<file path="src/rtl/enigma_pkg.sv">
// Shared types, defaults and modular helpers for the Enigma rotor stage.
package enigma_pkg;

    localparam int unsigned ALPHA_DEF = 26;
    localparam int unsigned W_DEF     = 6;
    localparam int unsigned NOTCH_DEF = 16;

    // Working width for modular arithmetic; wide enough for any W up to 15.
    localparam int unsigned MOD_W     = 16;

    typedef logic [W_DEF-1:0] symbol_t;
    typedef logic [MOD_W-1:0] modval_t;

    typedef enum logic {
        ST_IDLE  = 1'b0,
        ST_BUILD = 1'b1
    } build_state_t;

    // (a + b) mod n for a, b < n: one conditional subtraction.
    function automatic modval_t mod_add(input modval_t a, input modval_t b, input modval_t n);
        modval_t s;
        s = a + b;
        if (s >= n) begin
            s = s - n;
        end
        return s;
    endfunction

    // (a - b) mod n for a, b < n: one conditional addition.
    function automatic modval_t mod_sub(input modval_t a, input modval_t b, input modval_t n);
        modval_t d;
        if (a >= b) begin
            d = a - b;
        end else begin
            d = a + n - b;
        end
        return d;
    endfunction

endpackage

</file>
<file path="src/rtl/enigma_rotor_map.sv">
// Combinational rotor lookup: offset into the wiring table, then offset back out.
module enigma_rotor_map
    import enigma_pkg::*;
#(
    parameter int unsigned ALPHA = ALPHA_DEF,
    parameter int unsigned W     = W_DEF
) (
    input  logic [W-1:0] x,
    input  logic [W-1:0] pos,
    input  logic [W-1:0] ring,
    input  logic [W-1:0] tab [ALPHA],
    output logic [W-1:0] y
);

    localparam int unsigned AW = (ALPHA > 1) ? $clog2(ALPHA) : 1;
    localparam modval_t     N  = modval_t'(ALPHA);

    logic [AW-1:0] k;
    logic [W-1:0]  t;

    // k = x + pos - ring, t = tab[k], y = t - pos + ring (all mod ALPHA)
    always_comb begin
        k = AW'(mod_sub(mod_add(modval_t'(x), modval_t'(pos), N), modval_t'(ring), N));
        t = tab[k];
        y = W'(mod_add(mod_sub(modval_t'(t), modval_t'(pos), N), modval_t'(ring), N));
    end

endmodule

</file>
<file path="src/rtl/enigma_rotor_bidir.sv">
// Enigma rotor stage: loadable wiring, inverse-table builder, position/notch and lookup pipe.
module enigma_rotor_bidir
    import enigma_pkg::*;
#(
    parameter int unsigned ALPHA     = ALPHA_DEF,
    parameter int unsigned W         = W_DEF,
    parameter int unsigned NOTCH_RST = NOTCH_DEF
) (
    input  logic         clk,
    input  logic         rst_n,
    input  logic         cfg_we,
    input  logic [W-1:0] cfg_addr,
    input  logic [W-1:0] cfg_data,
    input  logic [W-1:0] cfg_ring,
    input  logic [W-1:0] cfg_notch,
    input  logic         cfg_set,
    input  logic         build,
    output logic         busy,
    output logic         cfg_err,
    input  logic         pos_load,
    input  logic [W-1:0] pos_in,
    output logic [W-1:0] pos,
    input  logic         step_in,
    output logic         step_out,
    input  logic         in_valid,
    output logic         in_ready,
    input  logic         in_dir,
    input  logic [W-1:0] in_data,
    output logic         out_valid,
    input  logic         out_ready,
    output logic [W-1:0] out_data,
    output logic         out_err
);

    localparam int unsigned AW = (ALPHA > 1) ? $clog2(ALPHA) : 1;

    logic [W-1:0]     fwd_q [ALPHA];
    logic [W-1:0]     inv_q [ALPHA];
    logic [W-1:0]     map_tab [ALPHA];
    logic [ALPHA-1:0] seen_q;
    logic             inv_ok_q;
    logic [AW-1:0]    idx_q;
    build_state_t     state_q;
    build_state_t     state_d;
    logic             build_start;
    logic             build_step;
    logic             build_done;
    logic [W-1:0]     build_val;
    logic             build_oor;
    logic             build_bad;
    logic             cfg_acc;
    logic             wr_en;
    logic [W-1:0]     pos_q;
    logic [W-1:0]     ring_q;
    logic [W-1:0]     notch_q;
    logic [W-1:0]     pos_in_red;
    logic             busy_q;
    logic             cfg_err_q;
    logic             out_valid_q;
    logic [W-1:0]     out_data_q;
    logic             out_err_q;
    logic             accept;
    logic             req_err;
    logic [W-1:0]     map_y;

    // Build FSM next-state and control strobes
    always_comb begin
        state_d     = state_q;
        build_start = 1'b0;
        build_step  = 1'b0;
        build_done  = 1'b0;
        case (state_q)
            ST_IDLE: begin
                if (build) begin
                    build_start = 1'b1;
                    state_d     = ST_BUILD;
                end
            end
            ST_BUILD: begin
                build_step = 1'b1;
                if (idx_q == AW'(ALPHA - 1)) begin
                    build_done = 1'b1;
                    state_d    = ST_IDLE;
                end
            end
            default: state_d = ST_IDLE;
        endcase
    end

    // Build FSM state register
    always_ff @(posedge clk or negedge rst_n) begin
        if (!rst_n) begin
            state_q <= ST_IDLE;
        end else begin
            state_q <= state_d;
        end
    end

    // Current build entry and its validity against the alphabet and already-seen values
    always_comb begin
        build_val = fwd_q[idx_q];
        build_oor = (build_val >= W'(ALPHA));
        build_bad = build_oor || seen_q[AW'(build_val)];
        cfg_acc   = cfg_we & ~busy_q;
        wr_en     = cfg_acc & (cfg_addr < W'(ALPHA));
    end

    // Forward wiring writes and inverse-table fills; both reset to identity
    always_ff @(posedge clk or negedge rst_n) begin
        if (!rst_n) begin
            for (int unsigned i = 0; i < ALPHA; i++) begin
                fwd_q[i] <= W'(i);
                inv_q[i] <= W'(i);
            end
        end else begin
            if (wr_en) begin
                fwd_q[AW'(cfg_addr)] <= cfg_data;
            end
            if (build_step && !build_oor) begin
                inv_q[AW'(build_val)] <= W'(idx_q);
            end
        end
    end

    // Duplicate detector for the permutation check
    always_ff @(posedge clk or negedge rst_n) begin
        if (!rst_n) begin
            seen_q <= '0;
        end else if (build_start) begin
            seen_q <= '0;
        end else if (build_step && !build_oor) begin
            seen_q[AW'(build_val)] <= 1'b1;
        end
    end

    // Build index, busy flag, sticky error and inverse-valid flag
    always_ff @(posedge clk or negedge rst_n) begin
        if (!rst_n) begin
            idx_q     <= '0;
            busy_q    <= 1'b0;
            cfg_err_q <= 1'b0;
            inv_ok_q  <= 1'b1;
        end else begin
            busy_q <= (state_d == ST_BUILD);
            if (build_start) begin
                idx_q <= '0;
            end else if (build_step && !build_done) begin
                idx_q <= idx_q + AW'(1);
            end
            if (build_start) begin
                cfg_err_q <= 1'b0;
            end else if (build_step && build_bad) begin
                cfg_err_q <= 1'b1;
            end else if (cfg_acc && (cfg_data >= W'(ALPHA))) begin
                cfg_err_q <= 1'b1;
            end
            if (build_done) begin
                inv_ok_q <= ~(cfg_err_q | build_bad);
            end else if (cfg_acc) begin
                inv_ok_q <= 1'b0;
            end
        end
    end

    // Position update; an out-of-range load is folded by one subtraction
    always_comb begin
        pos_in_red = (pos_in >= W'(ALPHA)) ? (pos_in - W'(ALPHA)) : pos_in;
    end

    // Position, ring and notch registers
    always_ff @(posedge clk or negedge rst_n) begin
        if (!rst_n) begin
            pos_q   <= '0;
            ring_q  <= '0;
            notch_q <= W'(NOTCH_RST);
        end else begin
            if (pos_load) begin
                pos_q <= pos_in_red;
            end else if (step_in) begin
                pos_q <= (pos_q == W'(ALPHA - 1)) ? '0 : (pos_q + W'(1));
            end
            if (cfg_set) begin
                ring_q  <= cfg_ring;
                notch_q <= cfg_notch;
            end
        end
    end

    // Select forward or inverse table for the single lookup datapath
    always_comb begin
        for (int unsigned i = 0; i < ALPHA; i++) begin
            map_tab[i] = in_dir ? inv_q[i] : fwd_q[i];
        end
    end

    enigma_rotor_map #(
        .ALPHA (ALPHA),
        .W     (W)
    ) u_map (
        .x    (in_data),
        .pos  (pos_q),
        .ring (ring_q),
        .tab  (map_tab),
        .y    (map_y)
    );

    // Handshake and unmappable-request detection
    always_comb begin
        in_ready = ~busy_q & (~out_valid_q | out_ready);
        accept   = in_valid & in_ready;
        req_err  = (in_data >= W'(ALPHA)) | (in_dir & ~inv_ok_q);
        step_out = step_in & (pos_q == notch_q);
    end

    // Output register; holds while the consumer stalls
    always_ff @(posedge clk or negedge rst_n) begin
        if (!rst_n) begin
            out_valid_q <= 1'b0;
            out_data_q  <= '0;
            out_err_q   <= 1'b0;
        end else if (accept) begin
            out_valid_q <= 1'b1;
            out_data_q  <= req_err ? in_data : map_y;
            out_err_q   <= req_err;
        end else if (out_ready) begin
            out_valid_q <= 1'b0;
        end
    end

    assign busy      = busy_q;
    assign cfg_err   = cfg_err_q;
    assign pos       = pos_q;
    assign out_valid = out_valid_q;
    assign out_data  = out_data_q;
    assign out_err   = out_err_q;

endmodule
</file>
<file path="config.mk">
export PLATFORM = sky130hd
export DESIGN_NAME = enigma_rotor_bidir
export DESIGN_NICKNAME = d
export VERILOG_FILES = /design/src/rtl/enigma_pkg.sv /design/src/rtl/enigma_rotor_map.sv /design/src/rtl/enigma_rotor_bidir.sv
export SDC_FILE = /design/constraint.sdc
export NUM_CORES = 1
export LEC_CHECK = 0
export ABC_AREA = 0
export BUFFER_PORTS_ARGS = -buffer_cell sky130_fd_sc_hd__buf_2
export CAP_MARGIN = 5
export CORE_ASPECT_RATIO = 1.1
export CORE_UTILIZATION = 50
export CTS_CLUSTER_DIAMETER = 40
export CTS_CLUSTER_SIZE = 8
export DETAILED_ROUTE_END_ITERATION = 16
export HOLD_SLACK_MARGIN = 0.08
export PLACE_DENSITY = 0.66
export SYNTH_ARGS = -nofsm -noshare
export SYNTH_HDL_FRONTEND = slang
export SYNTH_HIERARCHICAL = 1
export SYNTH_SLANG_ARGS = --single-unit
export TNS_END_PERCENT = 1
</file>
<file path="constraint.sdc">
create_clock -name clk -period 14.5 [get_ports clk]
set_input_delay 2.9 -clock clk [delete_from_list [all_inputs] [get_ports clk]]
set_output_delay 2.9 -clock clk [all_outputs]
set_load 0.03 [all_outputs]
</file>
==> out/qor.yml, run 1 <==
run_status:
  status: "completed"
setup_path:
  worst-setup-path-type: "in2reg"
  reg2reg_to: "out_data[5]"
  rr_worst_depth: 41
  startpoint_type: "primary input"
  arrival_ns: 13.53
  crit_required_ns: 15.02
  regToRegStartpoint: "pos[0]"
  cpMaxStageDelayCell: "nor2b_1"
  r2r_slack_ns: 3.18
  path_buf_inv: 2
  crit_fanout: 21
  cpMostUsedCell: "ha_1"
  worst_setup_path_end_kind: "flop"
  path_delay_family: "compound AO/OA/AOI/OAI gates"
  crit_path_max_incr_delay_ns: 0.89
detailed_routing:
  viasPerCell: 6.212
  wl_per_cell_um: 25.74
  route.detailed.drc: 0
  antenna_left: 0
  vias: 14190
  drt_iter0_drc: 790
  drt-pass1-iter-count: 5
  drt_wl_total_mm: 58.80
global_route:
  grt_max_degree: 103
  grt_first_pass_wirelength_mm: 91.19
  grt_use_total_pct: 28.71
  grt_antenna_before_repair: 1
  grt_pass1_vias: 14830
  gr-usage-met3_pct: 5.414
  busiest_layer: "met2"
  overflow: 0
  grt_use_met1_pct: 35.61
  grtUsageMet2_pct: 49.85
placed_design:
  place_hpwl_mm: 40.27
  io_buffers: 63
  dpl_worst_slack_ns: 0.9267
  dpl-instance-area_um2: 21330
  gp_congestion: 0.9523
logic_synthesis:
  synth_edf_count: 0
  yosysTopAreaCell: "dfrtp_1"
  yosysMostFrequentCell: "mux2_2"
  synthFlopType: "dfrtp_1"
  ys_async_sr_fraction_pct: 100.0
  yosysWarnings: 6
  yosysTopAreaCellShare_pct: 27.89
  ys_seq_area_share_pct: 42.66
  netlist_instances: 1680
  syn-num-nets: 1784
  ys_seq_elements: 346
  synth.distinct_cells: 86
  syn_area_um2: 20640
  ys_top_cells_by_area: "dfrtp_1 28%, mux2_2 24%, dfstp_2 15%, mux4_2 5.8%, ha_1 3.0%"
  ys_top_cells_by_count: "431 x mux2_2, 230 x dfrtp_1, 116 x dfstp_2"
  syn_area_per_cell_um2: 12.28
clock_network:
  postCtsSetupRepairBufs: 0
  cts_resized: 0
  numCtsBuffers: 56
  clock_sinks: 346
  cts_root_buf: "clkbuf_16"
  clk_latency_ns: 0.61
  holdBufCountCts: 0
  cts_buffer_depth: 3
  cts_tree: "done"
  htreeDepth: 2
  clkTransAtPathRegs_ns: 0.05
die:
  start_util_pct: 51.00
  ios: 64
  die_area_um2: 42090
  die_h_um: 215.1
  rows: 77
  die_x_um: 195.7
  core_um2: 40460
finish:
  final_core_util_pct: 57.18
  syn2layout_area_growth_pct: 12.10
  fin_area_um2: 23140
  multi_input_area_um2: 11160
  drive_above_1_share_pct: 45.71
  final_nets: 1829
  regArea_um2: 8810
  fillers: 3327
min_path:
  min_from: "inv_q[7]"
  min_to: "inv_q[7]"
  hold_path.class: "reg2reg"
  min_path_cells: 2
timing:
  setup_viol: 0
  finClkSkew_ns: 0.02796
  fmax_mhz: 76.83
  hold_viol: 0
  tns_ns: 0
  period_needed_ns: 13.02
  min_period_over_period_pct: 89.77
  worst-slew-pin-transition_ns: 1.128
  rsz0062_at_grt: "no"
  drv_slew: 0
  relSlewSlack_pct: 24.24
  setup_ws_ns: 1.484
job:
  cap_violations: 0
[metrics by stage]
step           cells  hold slack (ns)
4_1_cts         2283           0.4843
3_3_place_gp    2180           0.4613
3_5_place_dp    2180           0.4742
5_1_grt         2283           0.5014
2_1_floorplan   1680           0.4444
6_report        2284           0.4801
[registers in the layout (all words and copies together) (netlist names), 5 cells and up]
name / count
fwd_q: 156
out_data: 6
inv_q: 130
notch_q: 6
idx_q: 5
ring_q: 6
seen_q: 26
pos: 6
[cell families (layout without fill, tap and decap cells)]
logic type	Yosys count	count (layout)	synth area share, %
simple gates	318	318	8.494
mux	547	547	32.68
other cells	0	1	0
buf+inv	155	245	3.316
compound gates	225	225	7.602
xor+xnor	31	31	1.406
flops	346	346	42.66
fa+ha+maj	58	58	3.844
[layer usage]
layer | vias up | part of all wire, %
met3 | 116 | 5.5
met2 | 413 | 51
met1 | 7357 | 41
met4 | 0 | 3.3
met5 | - | 0
li1 | 6302 | -
[how the worst max path moves through the flow]
| stage | from | cells past startpoint | to |
|---|---|---|---|
| final | in_data[0] | 42 | out_data[5] |
| after global routing | in_data[0] | 42 | out_data[3] |
| after CTS | in_data[0] | 42 | out_data[5] |
| after detailed placement | in_data[0] | 42 | out_data[5] |
| after global placement | in_data[0] | 42 | out_data[5] |
| after floorplan | in_data[0] | 40 | out_data[5] |
[final cells by class]
cell class                 instances  share of cell area [%]
antenna                            1                 0.01082
clock buffer                      91                   7.155
clock inverter                    12                  0.6544
inverter                          57                  0.9248
multi-input combinational       1179                   48.26
sequential                       346                   38.08
tap                              513                   2.774
timing repair buffer              85                   2.147
[cell usage in the layout, fill, tap and decap left out, drive strengths merged, types with 8 or more instances in the layout]
cell    instances
mux2          433
dfrtp         230
dfstp         116
nand2          92
clkbuf         91
buf            85
nor2           68
inv            57
mux2i          57
mux4           57
ha             49
o21ai          47
a21oi          47
nor2b          44
o21a           21
nand3          20
nand2b         19
xnor2          16
xor2           15
nor3           14
a21o           10
o211ai         10
a211oi         10
nand4           9
a221oi          9
fa              9
a22oi           8
[worst reg2reg max path: cells and delay by family, from the launching register on]
kind / cells / cell delay, ns
simple gates: 7 / 2.11
xor+xnor: 2 / 0.35
fa+ha+maj: 6 / 1.99
buf+inv: 1 / 0.32
compound gates: 23 / 4.92
flops: 1 / 0.58
mux: 2 / 0.97
Power of run 1 is not shown: default switching activity piles up to over one toggle a cycle in this logic, so the estimate is an artifact.
==> run 2, diff against run 1 <==
--- a/config.mk
+++ b/config.mk
@@ -8,13 +8,15 @@
 export ABC_AREA = 0
 export BUFFER_PORTS_ARGS = -buffer_cell sky130_fd_sc_hd__buf_2
 export CAP_MARGIN = 5
+export CELL_PAD_IN_SITES_DETAIL_PLACEMENT = 1
+export CELL_PAD_IN_SITES_GLOBAL_PLACEMENT = 2
 export CORE_ASPECT_RATIO = 1.1
-export CORE_UTILIZATION = 50
+export CORE_UTILIZATION = 48
 export CTS_CLUSTER_DIAMETER = 40
 export CTS_CLUSTER_SIZE = 8
 export DETAILED_ROUTE_END_ITERATION = 16
 export HOLD_SLACK_MARGIN = 0.08
-export PLACE_DENSITY = 0.66
+export PLACE_DENSITY_LB_ADDON = 0.1
 export SYNTH_ARGS = -nofsm -noshare
 export SYNTH_HDL_FRONTEND = slang
 export SYNTH_HIERARCHICAL = 1
==> run 2 against run 1 <==
  * First-iteration DRC count down 10%
  * Die area rose by 4.1%
  * Final cell count increased by 3.3%
  * Cell area rose by 2.0%
  * Worst hold slack gained 0.0028 ns
  * Clock skew up 0.0024 ns
  * Non-clock buffer count grew 6
  * Global-route usage rose by 1.5 points
  * Critical path type unchanged
==> out/qor.yml, run 2 (synthesis gave the netlist of run 1 again) <==
die:
  core_um2: 42310  # +4.6%
  die_h_um: 219.5  # +2.0%
  die_area_um2: 43830  # +4.1%
  rows: 79  # +2.6%
  die_x_um: 199.7  # +2.0%
  start_util_pct: 48.78  # -2.2 points
  ios: 64  # unchanged
finish:
  mostFrequentLayoutCell: "mux2_2"
  final_cell_mix: "431 x mux2_2, 227 x dfrtp_1, 116 x dfstp_2, 87 x nand2_1, 69 x clkbuf_16"
  largest_register_ffs: 156  # unchanged
  drive_above_1_share_pct: 46.54  # +0.83 points
  n_antenna_cell: 0  # -1
  fin_area_um2: 23600  # +2.0%
  regMostFlops: "fwd_q"
  reg.largest.list: "fwd_q: 156 flops, inv_q: 130 flops, seen_q: 26 flops"
  fillers: 4256  # +28%
  final_nets: 1845  # +0.87%
  syn2layout_area_growth_pct: 14.33
placed_design:
  io_buffers: 63  # unchanged
  place_hpwl_mm: 43.56  # +8.2%
  gp_congestion: 0.8551  # -10%
  dpl-instance-area_um2: 21450  # +0.56%
clock_network:
  clkTransAtPathRegs_ns: 0.04  # about the same
  clk_latency_ns: 0.60  # about the same
  numCtsBuffers: 66  # +18%
  postCtsSetupRepairBufs: 0  # unchanged
  cts_resized: 0  # unchanged
  holdBufCountCts: 0  # unchanged
  cts_buffer_depth: 3  # unchanged
  clock_sinks: 346  # unchanged
  cts_root_buf: "clkbuf_16"
  htreeDepth: 3  # +1
  cts_tree: "done"
setup_path:
  r2r_slack_ns: 3.66  # +0.48 ns
  crit_path_max_incr_delay_ns: 0.72  # -0.17 ns
  path_delay_family: "compound AO/OA/AOI/OAI gates"
  regToRegStartpoint: "pos[0]"
  startpoint_type: "primary input"
  worst_setup_path_end_kind: "flop"
  reg2reg_to: "out_data[5]"
  crit_required_ns: 15.01  # about the same
  path_buf_inv: 2  # unchanged
  worst-setup-path-type: "in2reg"
  arrival_ns: 13.25  # -0.28 ns
  cpMaxStageDelayCell: "nor2b_1"
  crit_fanout: 20  # -4.8%
  rr_worst_depth: 41  # unchanged
  cpMostUsedCell: "ha_1"
min_path:
  min_from: "out_data[4]"
  min_path_cells: 2  # unchanged
  hold_path.class: "reg2reg"
  min_to: "out_data[4]"
global_route:
  overflow: 0  # unchanged
  grt_antenna_before_repair: 0  # -1
  grt_max_degree: 88  # -15%
  grt_pass1_vias: 15340  # +3.5%
  grt_use_total_pct: 30.21  # +1.5 points
  grt_first_pass_wirelength_mm: 97.22  # +6.6%
detailed_routing:
  wl_per_cell_um: 27.10  # +5.3%
  drt_wl_total_mm: 63.92  # +8.7%
  vias: 14400  # +1.5%
  viasPerCell: 6.105  # -1.7%
  drt-pass1-iter-count: 4  # -1
  antenna_left: 0  # unchanged
  drt_iter0_drc: 711  # -10%
  route.detailed.drc: 0  # unchanged
timing:
  worst-slew-pin-transition_ns: 1.139  # +0.01170 ns
  relSlewSlack_pct: 23.45  # -0.79 points
  min_period_over_period_pct: 87.87  # -1.9 points
  period_needed_ns: 12.74  # -0.2752 ns
  setup_viol: 0  # unchanged
  tns_ns: 0  # unchanged
  finClkSkew_ns: 0.03034  # +0.002377 ns
  fmax_mhz: 78.49  # +2.2%
  drv_slew: 0  # unchanged
  hold_viol: 0  # unchanged
  rsz0062_at_grt: "no"
job:
  cap_violations: 0  # unchanged
run_status:
  status: "completed"
==> run 2: final cells by class <==
class	count	area, um^2	area share (%)
well taps	567	709.4	3.007
clock buffers	98	1916	8.119
clock inverters	21	234.0	0.9916
inverters	57	214.0	0.9068
repair buffers	91	554.3	2.349
flip-flops and latches	346	8810	37.34
multi-input cells	1179	11160	47.29
==> run 2: worst max-delay path by stage <==
stage                     slack, ns           to  startpoint  cells past startpoint
final                          1.76  out_data[5]  in_data[0]                     42
after floorplan                2.97  out_data[5]  in_data[0]                     40
after CTS                      1.75  out_data[5]  in_data[0]                     42
after detailed placement       1.20  out_data[5]  in_data[0]                     42
after global placement         1.58  out_data[5]  in_data[0]                     42
after global routing           0.88  out_data[5]  in_data[0]                     42
==> run 2: through the flow <==
step	instances	hold WS [ns]	setup slack, ns	util, %
after floorplan	1680	0.4444	2.973	-
after global routing	2359	0.5037	0.8763	55.77
after global placement	2240	0.4673	1.581	50.69
final	2359	0.4829	1.759	55.77
after CTS	2359	0.4837	1.752	55.77
after detailed placement	2240	0.4736	1.204	50.69
==> run 2: routing by layer <==
metal / wire [um] / up-vias / GRT usage, % / part of all wire (%)
met3: 2242 / 115 / 4.255 / 3.5
met4: 2249 / 0 / 12.70 / 3.5
li1: - / 6338 / - / -
met1: 26430 / 7649 / 37.09 / 41
met5: 0 / - / 0 / 0
met2: 33000 / 299 / 52.89 / 52
==> run 2: worst min-delay path, stage by stage (launching register included) <==
cell and delay (ns):
dfrtp_1 0.34, nand2_1 0.05, o21ai_0 0.06
Power of run 2 is left out for the same reason.
==> run 3, diff against run 2 <==
--- a/config.mk
+++ b/config.mk
@@ -11,7 +11,7 @@
 export CELL_PAD_IN_SITES_DETAIL_PLACEMENT = 1
 export CELL_PAD_IN_SITES_GLOBAL_PLACEMENT = 2
 export CORE_ASPECT_RATIO = 1.1
-export CORE_UTILIZATION = 48
+export CORE_UTILIZATION = 47
 export CTS_CLUSTER_DIAMETER = 40
 export CTS_CLUSTER_SIZE = 8
 export DETAILED_ROUTE_END_ITERATION = 16
@@ -19,6 +19,5 @@
 export PLACE_DENSITY_LB_ADDON = 0.1
 export SYNTH_ARGS = -nofsm -noshare
 export SYNTH_HDL_FRONTEND = slang
-export SYNTH_HIERARCHICAL = 1
 export SYNTH_SLANG_ARGS = --single-unit
 export TNS_END_PERCENT = 1
==> run 3 against run 2 <==
  * Critical path depth is 5 lower
  * Die area up 0.76%
  * Largest cell class unchanged
  * Utilization fell by 1.7 points
==> out/qor.yml, run 3 <==
detailed_routing:
  wl_per_cell_um: 27.57  # +1.8%
  antenna_left: 0  # unchanged
  route.detailed.drc: 0  # unchanged
  drt_iter0_drc: 988  # +39%
  drt_wl_total_mm: 65.16  # +1.9%
  vias: 14690  # +2.0%
  drt-pass1-iter-count: 5  # +1
  viasPerCell: 6.218  # +1.9%
timing:
  drv_slew: 0  # unchanged
  min_period_over_period_pct: 84.56  # -3.3 points
  finClkSkew_ns: 0.02454  # -0.005795 ns
  period_needed_ns: 12.26  # -0.4805 ns
  hold_viol: 0  # unchanged
  rsz0062_at_grt: "no"
  tns_ns: 0  # unchanged
  setup_viol: 0  # unchanged
  fmax_mhz: 81.56  # +3.9%
  worst-slew-pin-transition_ns: 1.155  # +0.01598 ns
  relSlewSlack_pct: 22.26  # -1.2 points
clock_network:
  cts_resized: 0  # unchanged
  postCtsSetupRepairBufs: 0  # unchanged
  htreeDepth: 2  # -1
  numCtsBuffers: 57  # -14%
  cts_tree: "done"
  cts_root_buf: "clkbuf_16"
  clkTransAtPathRegs_ns: 0.05  # about the same
  cts_buffer_depth: 3  # unchanged
  holdBufCountCts: 0  # unchanged
  clock_sinks: 346  # unchanged
  clk_latency_ns: 0.61  # about the same
placed_design:
  place_hpwl_mm: 45.31  # +4.0%
  io_buffers: 63  # unchanged
  gp_congestion: 0.8934  # +4.5%
finish:
  largest_register_ffs: 156  # unchanged
  drive_above_1_share_pct: 38.27  # -8.3 points
  multi_input_area_um2: 10820  # -3.0%
  final_cell_mix: "264 x mux2_2, 228 x dfrtp_1, 146 x nand2_1, 118 x mux4_2, 116 x dfstp_2"
  fillers: 4336  # +1.9%
  reg.largest.list: "fwd_q: 156 flops, inv_q: 130 flops, seen_q: 26 flops"
  final_nets: 1846  # +0.054%
  syn2layout_area_growth_pct: 12.82
  regArea_um2: 8808  # about the same
  regMostFlops: "fwd_q"
  mostFrequentLayoutCell: "mux2_2"
die:
  ios: 64  # unchanged
  die_area_um2: 44170  # +0.76%
  start_util_pct: 47.91  # -0.87 points
  rows: 79  # unchanged
  core_um2: 42500  # +0.47%
  die_x_um: 200.5  # +0.38%
  die_h_um: 220.3  # +0.38%
global_route:
  overflow: 0  # unchanged
  grt_pass1_vias: 15890  # +3.6%
  grt_antenna_before_repair: 1  # +1
  grt_use_total_pct: 30.51  # +0.30 points
  grt_first_pass_wirelength_mm: 101.1  # +4.0%
  grt_max_degree: 160  # +82%
logic_synthesis:
  ys_seq_elements: 346  # unchanged
  yosysMostFrequentCell: "mux2_2"
  yosysTopAreaCell: "dfrtp_1"
  ys_top_cells_by_area: "dfrtp_1 28%, dfstp_2 15%, mux2_2 15%, mux4_2 13%, ha_1 2.8%"
  syn_area_um2: 20360  # -1.3%
  ys_async_sr_fraction_pct: 100.0  # unchanged
  synth_edf_count: 0  # unchanged
  syn_area_per_cell_um2: 11.93  # -2.9%
  ys_top_cells_by_count: "264 x mux2_2, 230 x dfrtp_1, 146 x nand2_1"
  yosysWarnings: 0  # -6
  yosysTopAreaCellShare_pct: 28.26  # +0.38 points
  syn-num-nets: 1806  # +1.2%
  synthFlopType: "dfrtp_1"
  synth.distinct_cells: 74  # -14%
  ys_seq_area_share_pct: 43.23  # +0.57 points
  netlist_instances: 1707  # +1.6%
setup_path:
  worst_setup_path_end_kind: "flop"
  startpoint_type: "primary input"
  crit_path_max_incr_delay_ns: 0.98  # +0.26 ns
  regToRegStartpoint: "pos[0]"
  path_buf_inv: 3  # +1
  cpMaxStageDelayCell: "fa_2"
  r2r_slack_ns: 4.03  # +0.37 ns
  cpMostUsedCell: "a21oi_1"
  reg2reg_to: "out_data[1]"
  rr_worst_depth: 36  # -12%
  crit_required_ns: 14.99  # -0.02 ns
  startpoint: "in_data[0]"
  path_delay_family: "compound AO/OA/AOI/OAI gates"
  arrival_ns: 12.75  # -0.50 ns
  worst-setup-path-type: "in2reg"
  crit_fanout: 29  # +45%
min_path:
  min_to: "inv_q[123]"
  min_from: "inv_q[123]"
  hold_path.class: "reg2reg"
  min_path_cells: 2  # unchanged
run_status:
  status: "completed"
job:
  cap_violations: 0  # unchanged
[run 3: worst max-delay path by stage]
stage / slack, ns / end / depth (start not counted)
2_1_floorplan: 3.09 / out_data[2] / 43
3_3_place_gp: 1.80 / out_data[2] / 39
3_5_place_dp: 1.69 / out_data[1] / 39
4_1_cts: 2.32 / out_data[1] / 39
5_1_grt: 1.43 / out_data[3] / 41
6_report: 2.24 / out_data[1] / 37
[run 3: final cells by class]
class | instances | area share [%]
flip-flops and latches | 346 | 38.34
clock buffers | 97 | 7.570
repair buffers | 83 | 2.135
clock inverters | 10 | 0.4085
multi-input cells | 1177 | 47.11
diodes | 1 | 0.01089
well taps | 567 | 3.088
inverters | 82 | 1.340
[run 3: worst register-to-register path, delay by kind of cell (launching register included)]
| kind | cells | cell delay (ns) |
|---|---|---|
| compound gates | 17 | 4.02 |
| fa+ha+maj | 5 | 2.39 |
| simple gates | 7 | 1.80 |
| xor+xnor | 4 | 0.74 |
| buf+inv | 2 | 0.55 |
| flops | 1 | 0.52 |
| mux | 1 | 0.36 |
[run 3: cells by family (layout without fill, tap and decap cells)]
| kind of cell | after synthesis | in the layout | synth area share [%] |
|---|---|---|---|
| XOR/XNOR | 44 | 44 | 1.892 |
| AO/OA/AOI/OAI | 297 | 297 | 9.689 |
| AND/OR/NAND/NOR | 361 | 361 | 8.350 |
| flip-flops | 346 | 346 | 43.23 |
| adder cells (fa/ha/maj) | 53 | 53 | 3.514 |
| buffers and inverters | 184 | 272 | 3.711 |
| multiplexers | 422 | 422 | 29.61 |
| other | 0 | 1 | 0 |
[run 3: through the flow]
stage,worst slack [ns],cells,utilization [%],hold slack [ns],area [um^2]
detailed placement,1.691,2255,49.74,0.4690,21140
CTS,2.321,2362,54.05,0.4806,22970
global placement,1.797,2255,49.74,0.4568,21140
global route,1.429,2362,54.05,0.5017,22970
floorplan,3.092,1707,-,0.4446,20360
finish,2.239,2363,54.05,0.4721,22970
[run 3: layer usage]
layer / share of wire [%] / vias up / routed length (um) / global-route usage (%)
met5: 0 / - / 0 / 0
met4: 3.1 / 0 / 2020 / 10.46
met3: 5.3 / 120 / 3465 / 5.140
met2: 51 / 406 / 33510 / 54.20
met1: 40 / 7762 / 26150 / 37.78
li1: - / 6405 / - / -
Power of run 3 is left out for the same reason.
